==> src/rtl/mem_arb_pkg.sv <==
// Shared definitions for the memory port arbiter: FSM state encoding and
// requester identifiers used by the arbiter top and its winner picker.
package mem_arb_pkg;

    typedef enum logic [1:0] {
        ST_IDLE  = 2'd0,
        ST_ISSUE = 2'd1,
        ST_RESP  = 2'd2
    } arb_state_e;

    localparam logic REQ_IF = 1'b0;
    localparam logic REQ_LS = 1'b1;

endpackage

==> src/rtl/mem_arb_pick.sv <==
// Winner selection between the instruction-fetch and load/store requesters.
// Default build: fixed priority, LS always beats IF.
// Define MEM_ARB_RR_EN for round-robin tie breaking; the requester that did
// not receive the most recent grant wins a tie. Only that build keeps a
// last-grant register, so only that build needs the clock and reset.
module mem_arb_pick
    import mem_arb_pkg::*;
(
`ifdef MEM_ARB_RR_EN
    input  logic clk,
    input  logic reset,
`endif
    input  logic if_req,
    input  logic ls_req,
    input  logic accept_window,
    output logic if_gnt,
    output logic ls_gnt,
    output logic owner
);

    logic ls_wins;

`ifdef MEM_ARB_RR_EN
    logic last_grant_q;

    // Remember who was granted last; the first tie after reset goes to LS.
    always_ff @(posedge clk) begin
        if (reset) begin
            last_grant_q <= REQ_IF;
        end else if (if_gnt || ls_gnt) begin
            last_grant_q <= owner;
        end
    end
`endif

    // Decide the winner and raise at most one grant inside the accept window.
    always_comb begin
        ls_wins = ls_req;
`ifdef MEM_ARB_RR_EN
        if (if_req && ls_req) begin
            ls_wins = (last_grant_q == REQ_IF);
        end
`endif
        ls_gnt = accept_window && ls_wins;
        if_gnt = accept_window && if_req && !ls_wins;
        owner  = ls_wins ? REQ_LS : REQ_IF;
    end

endmodule

==> src/rtl/mem_port_arbiter.sv <==
// Shares one synchronous single-port RAM between instruction fetch (IF) and
// the load/store datapath (LS). A grant in an accept window (IDLE or RESP)
// latches the request into the RAM pin registers, the access runs in ISSUE,
// and the owner's valid pulse shows up in RESP, which also accepts the next
// request, giving one access every two cycles.
// Optional build macro: MEM_ARB_RR_EN (round-robin tie breaking).
module mem_port_arbiter
    import mem_arb_pkg::*;
#(
    parameter int ADDR_W = 16,
    parameter int DATA_W = 16
) (
    input  logic              clk,
    input  logic              reset,
    input  logic              if_req,
    input  logic [ADDR_W-1:0] if_addr,
    output logic              if_gnt,
    output logic              if_valid,
    output logic [DATA_W-1:0] if_rdata,
    input  logic              ls_req,
    input  logic              ls_we,
    input  logic [ADDR_W-1:0] ls_addr,
    input  logic [DATA_W-1:0] ls_wdata,
    output logic              ls_gnt,
    output logic              ls_valid,
    output logic [DATA_W-1:0] ls_rdata,
    output logic [ADDR_W-1:0] mem_addr,
    output logic [DATA_W-1:0] mem_wdata,
    output logic              mem_we,
    input  logic [DATA_W-1:0] mem_rdata,
    output logic              busy
);

    arb_state_e        state_q, state_d;
    logic              owner_q;
    logic              pick_owner;
    logic              accept_window;
    logic [ADDR_W-1:0] mem_addr_q;
    logic [DATA_W-1:0] mem_wdata_q;
    logic              mem_we_q;
    logic              if_valid_q, ls_valid_q;
    logic              if_valid_d, ls_valid_d;
    logic              capture_ls;
    logic [DATA_W-1:0] if_rdata_q, ls_rdata_q;

    // Reset closes the window so nothing is granted while it is held.
    assign accept_window = !reset && (state_q == ST_IDLE || state_q == ST_RESP);

    mem_arb_pick u_pick (
`ifdef MEM_ARB_RR_EN
        .clk           (clk),
        .reset         (reset),
`endif
        .if_req        (if_req),
        .ls_req        (ls_req),
        .accept_window (accept_window),
        .if_gnt        (if_gnt),
        .ls_gnt        (ls_gnt),
        .owner         (pick_owner)
    );

    // FSM state register.
    always_ff @(posedge clk) begin
        if (reset) begin
            state_q <= ST_IDLE;
        end else begin
            state_q <= state_d;
        end
    end

    // Next state: any grant starts an access, ISSUE always moves on to RESP.
    always_comb begin
        state_d = state_q;
        case (state_q)
            ST_IDLE, ST_RESP: state_d = (if_gnt || ls_gnt) ? ST_ISSUE : ST_IDLE;
            ST_ISSUE:         state_d = ST_RESP;
            default:          state_d = ST_IDLE;
        endcase
    end

    // FSM outputs: the RAM returns data during ISSUE (one cycle after the
    // address register was loaded), so it is captured at the ISSUE->RESP edge
    // and the owner's valid is visible throughout RESP. mem_we_q is high in
    // ISSUE exactly for an LS write, so it doubles as the write flag there.
    always_comb begin
        busy       = (state_q != ST_IDLE);
        if_valid_d = (state_q == ST_ISSUE) && (owner_q == REQ_IF);
        ls_valid_d = (state_q == ST_ISSUE) && (owner_q == REQ_LS);
        capture_ls = ls_valid_d && !mem_we_q;
    end

    // RAM pin registers, owner tracking, valid pulses and read-data holding.
    always_ff @(posedge clk) begin
        if (reset) begin
            owner_q     <= REQ_IF;
            mem_addr_q  <= '0;
            mem_wdata_q <= '0;
            mem_we_q    <= 1'b0;
            if_valid_q  <= 1'b0;
            ls_valid_q  <= 1'b0;
            if_rdata_q  <= '0;
            ls_rdata_q  <= '0;
        end else begin
            mem_we_q   <= 1'b0;
            if_valid_q <= if_valid_d;
            ls_valid_q <= ls_valid_d;
            if (if_valid_d) begin
                if_rdata_q <= mem_rdata;
            end
            if (capture_ls) begin
                ls_rdata_q <= mem_rdata;
            end
            if (if_gnt || ls_gnt) begin
                owner_q <= pick_owner;
                if (ls_gnt) begin
                    mem_addr_q  <= ls_addr;
                    mem_wdata_q <= ls_wdata;
                    mem_we_q    <= ls_we;
                end else begin
                    mem_addr_q  <= if_addr;
                end
            end
        end
    end

    assign mem_addr  = mem_addr_q;
    assign mem_wdata = mem_wdata_q;
    assign mem_we    = mem_we_q;
    assign if_valid  = if_valid_q;
    assign ls_valid  = ls_valid_q;
    assign if_rdata  = if_rdata_q;
    assign ls_rdata  = ls_rdata_q;

endmodule

==> config.mk <==
export PLATFORM = sky130hd
export DESIGN_NAME = mem_port_arbiter
export DESIGN_NICKNAME = d
export VERILOG_FILES = /design/src/rtl/mem_arb_pkg.sv /design/src/rtl/mem_arb_pick.sv /design/src/rtl/mem_port_arbiter.sv
export SDC_FILE = /design/constraint.sdc
export NUM_CORES = 1
export LEC_CHECK = 0
export ABC_AREA = 1
export CAP_MARGIN = 15
export CORE_MARGIN = 5
export CORE_UTILIZATION = 40
export DETAILED_ROUTE_END_ITERATION = 6
export PLACE_DENSITY = 0.8
export RECOVER_POWER = 50
export SLEW_MARGIN = 15
export SYNTH_ARGS = -nofsm -noshare
export SYNTH_HDL_FRONTEND = slang
export SYNTH_SLANG_ARGS = --single-unit
==> constraint.sdc <==
create_clock -name clk -period 1.48 [get_ports clk]
set_input_delay 0.444 -clock clk [delete_from_list [all_inputs] [get_ports clk]]
set_output_delay 0.444 -clock clk [all_outputs]
set_load 0.005 [all_outputs]
After elaboration in Yosys (flattened, before gate mapping) --
Index checks and enable logic that the tools add are counted.
Storage, ports and cells: register bits after elaboration 70, latch bits 0, memory bits (writable) 0, bits in read-only memories 0, output and inout bits 70, word-level logic and storage cells 35, memories 0
Operators by class: add/subtract/negate cells 0, multiply operators 0, div/mod/pow operators 0, magnitude comparators 0, equality and inequality tests 2, shift operators 0, muxes and demuxes 4, bitwise gates (word level) 3, reduce and logical (&&, ||, !) cells 17
Operator list (count):
- $mux 16 | 1
- $logic_and 1x1->1 | 7
- $pmux 2 s2 | 1
- $logic_not 1->1 | 3
- $not 1->1 | 3
- $reduce_or 3->1 | 1
- $eq 2x1->1 const B | 1
- $eq 2x2->1 const B | 1
- $logic_not 2->1 | 1
- $logic_or 1x1->1 | 2
- $mux 1 | 2
- $reduce_and 2->1 | 1
- $reduce_bool 2->1 | 1
- $reduce_or 2->1 | 1

Logic depth before layout (Yosys ltp) --
depth in word-level cells 8, gate-level depth with buffers 8, depth with buffers taken out 7

Cells and area by module --
From an unflattened synthesis, not the netlist that was laid out.
Second synthesis, totals: cell total of the unflattened synthesis 425, area total of the unflattened synthesis 2884.0 µm²
Modules (own cells, without submodules):
- mem_port_arbiter | times used 1, cells each 420, area an instance 2859.0 µm², seq. area each 1401.3 µm²
- mem_arb_pick | times used 1, cells each 5, area an instance 25.0 µm², seq. area each 0.0 µm²

Worst setup path after synthesis --
No wires, ideal clock.
path kind input-to-output, from input ls_req, to output if_gnt, arrival time 1.030 ns, data required time 1.036 ns, setup slack 0.006 ns, stages 3, buffers on the path 2, path through buf_2 > clkbuf_1 > nor2_1
Between the ends: cells in the longest elaborated chain, start to end 2
RTL lines:
- from (decl) | RTL line mem_port_arbiter.sv:20 | input logic ls_req,
- $logic_not 1->1 | RTL line mem_arb_pick.sv:45 | if_gnt = accept_window && if_req && !ls_wins;
- $logic_and 1x1->1 | RTL line mem_arb_pick.sv:45
- to (decl) | RTL line mem_port_arbiter.sv:17 | output logic if_gnt,
Every way passes these cells.

Final worst setup path --
from input reset, to output if_gnt
Between the ends: cells in the longest elaborated chain, start to end 4
RTL lines:
- from (decl) | RTL line mem_port_arbiter.sv:14 | input logic reset,
- $logic_not 1->1 | RTL line mem_port_arbiter.sv:47 | assign accept_window = !reset && (state_q == ST_IDLE || state_q == ST_RESP);
- $logic_and 1x1->1 | RTL line mem_port_arbiter.sv:47
- $logic_and 1x1->1 (2 in series) | RTL line mem_arb_pick.sv:45
Every way passes these cells.

==> impl_metrics.env <==
export IMPL_num_io_pins=139
export IMPL_n_antenna_cell=0
export IMPL_fin_ws_ps=-44.91
export IMPL_hpwlAfterDp_um=6172
export IMPL_final_max_slew_viol_count=0
export IMPL_place_gp_congestion=0.8235
export IMPL_final_layout_size_suffix_gt1_share_pct=11.83
export IMPL_syn_cell_area_um2=2824
export IMPL_tns_ps=-52.19
export IMPL_core_area_um2=6832
export IMPL_drcViolationCount=0
export IMPL_max_freq_mhz=655.8
export IMPL_cts_tree="yes"
export IMPL_cts_buffer_depth=2
export IMPL_wl_per_cell_um=13.14
export IMPL_route_vias_total=2803
export IMPL_clock_sinks=70
export IMPL_cts_root_buf="clkbuf_8"
export IMPL_regToRegSetupSlack_ps=-10
export IMPL_critPathMaxStageDelay_ps=230
export IMPL_htree_levels=3
export IMPL_viasPerCell=4.521
export IMPL_cp_top_family="buffers and inverters"
export IMPL_grt_pass1_wl_um=12900
export IMPL_critPathMaxFanout=4
export IMPL_drt_iter0_markers=50
export IMPL_synth_distinct_cells=21
export IMPL_outcome="finished with violations"
export IMPL_crit_buf_inv=2
export IMPL_critical_path_class="input port to output port"
export IMPL_syn_nets=441
export IMPL_routed_wl_um=8148
export IMPL_worst_slew_pin_slew_ps=396.1
export IMPL_place_area_um2=4322
export IMPL_place_ws_ps=-771.8
export IMPL_cellPowerDensity_nw_per_um2=972.7
export IMPL_antenna_found_initial=0
export IMPL_rsz0062_at_grt="true"
export IMPL_chipWidth_um=94.03
export IMPL_grt_max_degree=36
export IMPL_nets=588
export IMPL_syn_avg_cell_area_um2=7.591
export IMPL_die_area_um2=8841
export IMPL_fin_area_um2=4434
export IMPL_drtAntennaViolNets=0
export IMPL_clk_pin_slew_ps=70
export IMPL_crit_arrival_ps=1080
export IMPL_ys_warn_count=0
export IMPL_syn2layout_area_growth_pct=57.02
export IMPL_die_y_um=94.03
export IMPL_cellLeakagePower_nw=2.242
export IMPL_hold_class="flop to flop"
export IMPL_violations="negative setup slack"
export IMPL_drv_cap=0
export IMPL_io_buffers=138
export IMPL_worst_endpoint_required_ps=1040
export IMPL_grt_pass1_vias=2767
export IMPL_slew_limit_headroom_pct=73.42
export IMPL_period_share_pct=103.0
export IMPL_finalCriticalPeriod_ps=1525
export IMPL_ys_seq_elements=70
export IMPL_ir_worst_vdd_uv=562.8
export IMPL_cts_made_buffers=9
export IMPL_setup_violations=4
export IMPL_syn_inst=372
export IMPL_final_util_pct=64.91
export IMPL_groute_usage_overall_pct=18.59
export IMPL_start_util_pct=41.34
export IMPL_critPathSlowestCell="clkdlybuf4s15_2"
export IMPL_crit_path_start_kind="input port"
export IMPL_layout_commonest_cell="dlygate4sd2_1"
export IMPL_hold_viol=0
export IMPL_ys_seq_area_share_pct=49.62
export IMPL_skew_ps=16.69
export IMPL_clk_latency_ps=340
export IMPL_first_pass_iters=4
export IMPL_layout_common_cells="69 x dlygate4sd2_1, 67 x nand2_1, 66 x dfxtp_1"
export IMPL_end_kind="output port"
export IMPL_placementRows=30
export IMPL_grt_overflow_total=0
export IMPL_path_cells="clkdlybuf4s15_2, nor2_8, nand2_2, nor2_1, buf_2"
final timing paths:
kind                                   from                        end  cells after the start
setup / recovery                      reset                     if_gnt                      5
hold / removal    mem_wdata[3]$_SDFFE_PP0P_  mem_wdata[3]$_SDFFE_PP0P_                      2
setup reg to reg      state_q[0]$_SDFF_PP0_   ls_rdata[1]$_SDFFE_PP0P_                      8
hold reg to reg   mem_wdata[3]$_SDFFE_PP0P_  mem_wdata[3]$_SDFFE_PP0P_                      2
tightest hold or removal path, delay by kind of cell (launching register included):
kind             cells  cell delay (ps)
flip-flops           1              310
AND/OR/NAND/NOR      2              110
power breakdown:
group | internal (mW) | switching, mW | leakage (nW)
combinational | 0.442 | 0.385 | 1.58
clock | 0.658 | 0.735 | 0.0807
sequential | 2.02 | 0.0702 | 0.577
cell type report:
type / count / area (um^2)
fillers: 614 / 2397
repair buffers: 156 / 1449
flip-flops and latches: 70 / 1409
multi-input cells: 240 / 1104
inverters: 42 / 167.7
clock buffers: 10 / 137.6
well taps: 96 / 120.1
clock inverters: 6 / 47.55
kinds of logic after synthesis:
group / count (synthesis) / share of synthesized area [%]
and+or+nand+nor: 191 / 30.44
DFF: 70 / 49.62
buffers and inverters: 62 / 10.85
AOI/OAI and AO/OA: 49 / 9.083
flip-flops by register name (all words and copies together), names as in the netlist:
name and cells:
state_q 2, owner_q 1, ls_valid 1, mem_addr 16, mem_we 1, mem_wdata 16
if_rdata 16, if_valid 1, ls_rdata 16
repair_timing:
action	in CTS	in global routing
hold buffers	0	0
endpoints found under the setup margin	135	14
pin swaps	1	1
buffers inserted	2	1
hold endpoints to repair	0	0
gates resized for setup	94	3
layer usage:
layer | GRT usage (%) | wire length (um)
met1 | 20.08 | 3204
met2 | 33.00 | 4244
met3 | 5.128 | 452
met4 | 9.386 | 246
met5 | 0 | 0
synth_stat cells (all sizes together):
cell	number	area share [%]
nor2	71	11
dfxtp	70	50
nand2	70	10
nand3	49	8.7
inv	41	5.5
o21ai	33	6.2
a21oi	16	2.8
buf	16	4.5
clkbuf	4	0.53
clkinv	1	0.31
nor3	1	0.18
stage by stage:
step / cells / total power [mW] / hold slack, ps
global placement: 601 / 3.041 / 451.4
detailed placement: 601 / 3.064 / 456.2
CTS: 619 / 4.366 / 464.5
finish: 620 / 4.313 / 461.0
floorplan: 372 / 2.499 / 459.3
global route: 620 / 4.556 / 495.1
Power figures use the tool's default switching activity.
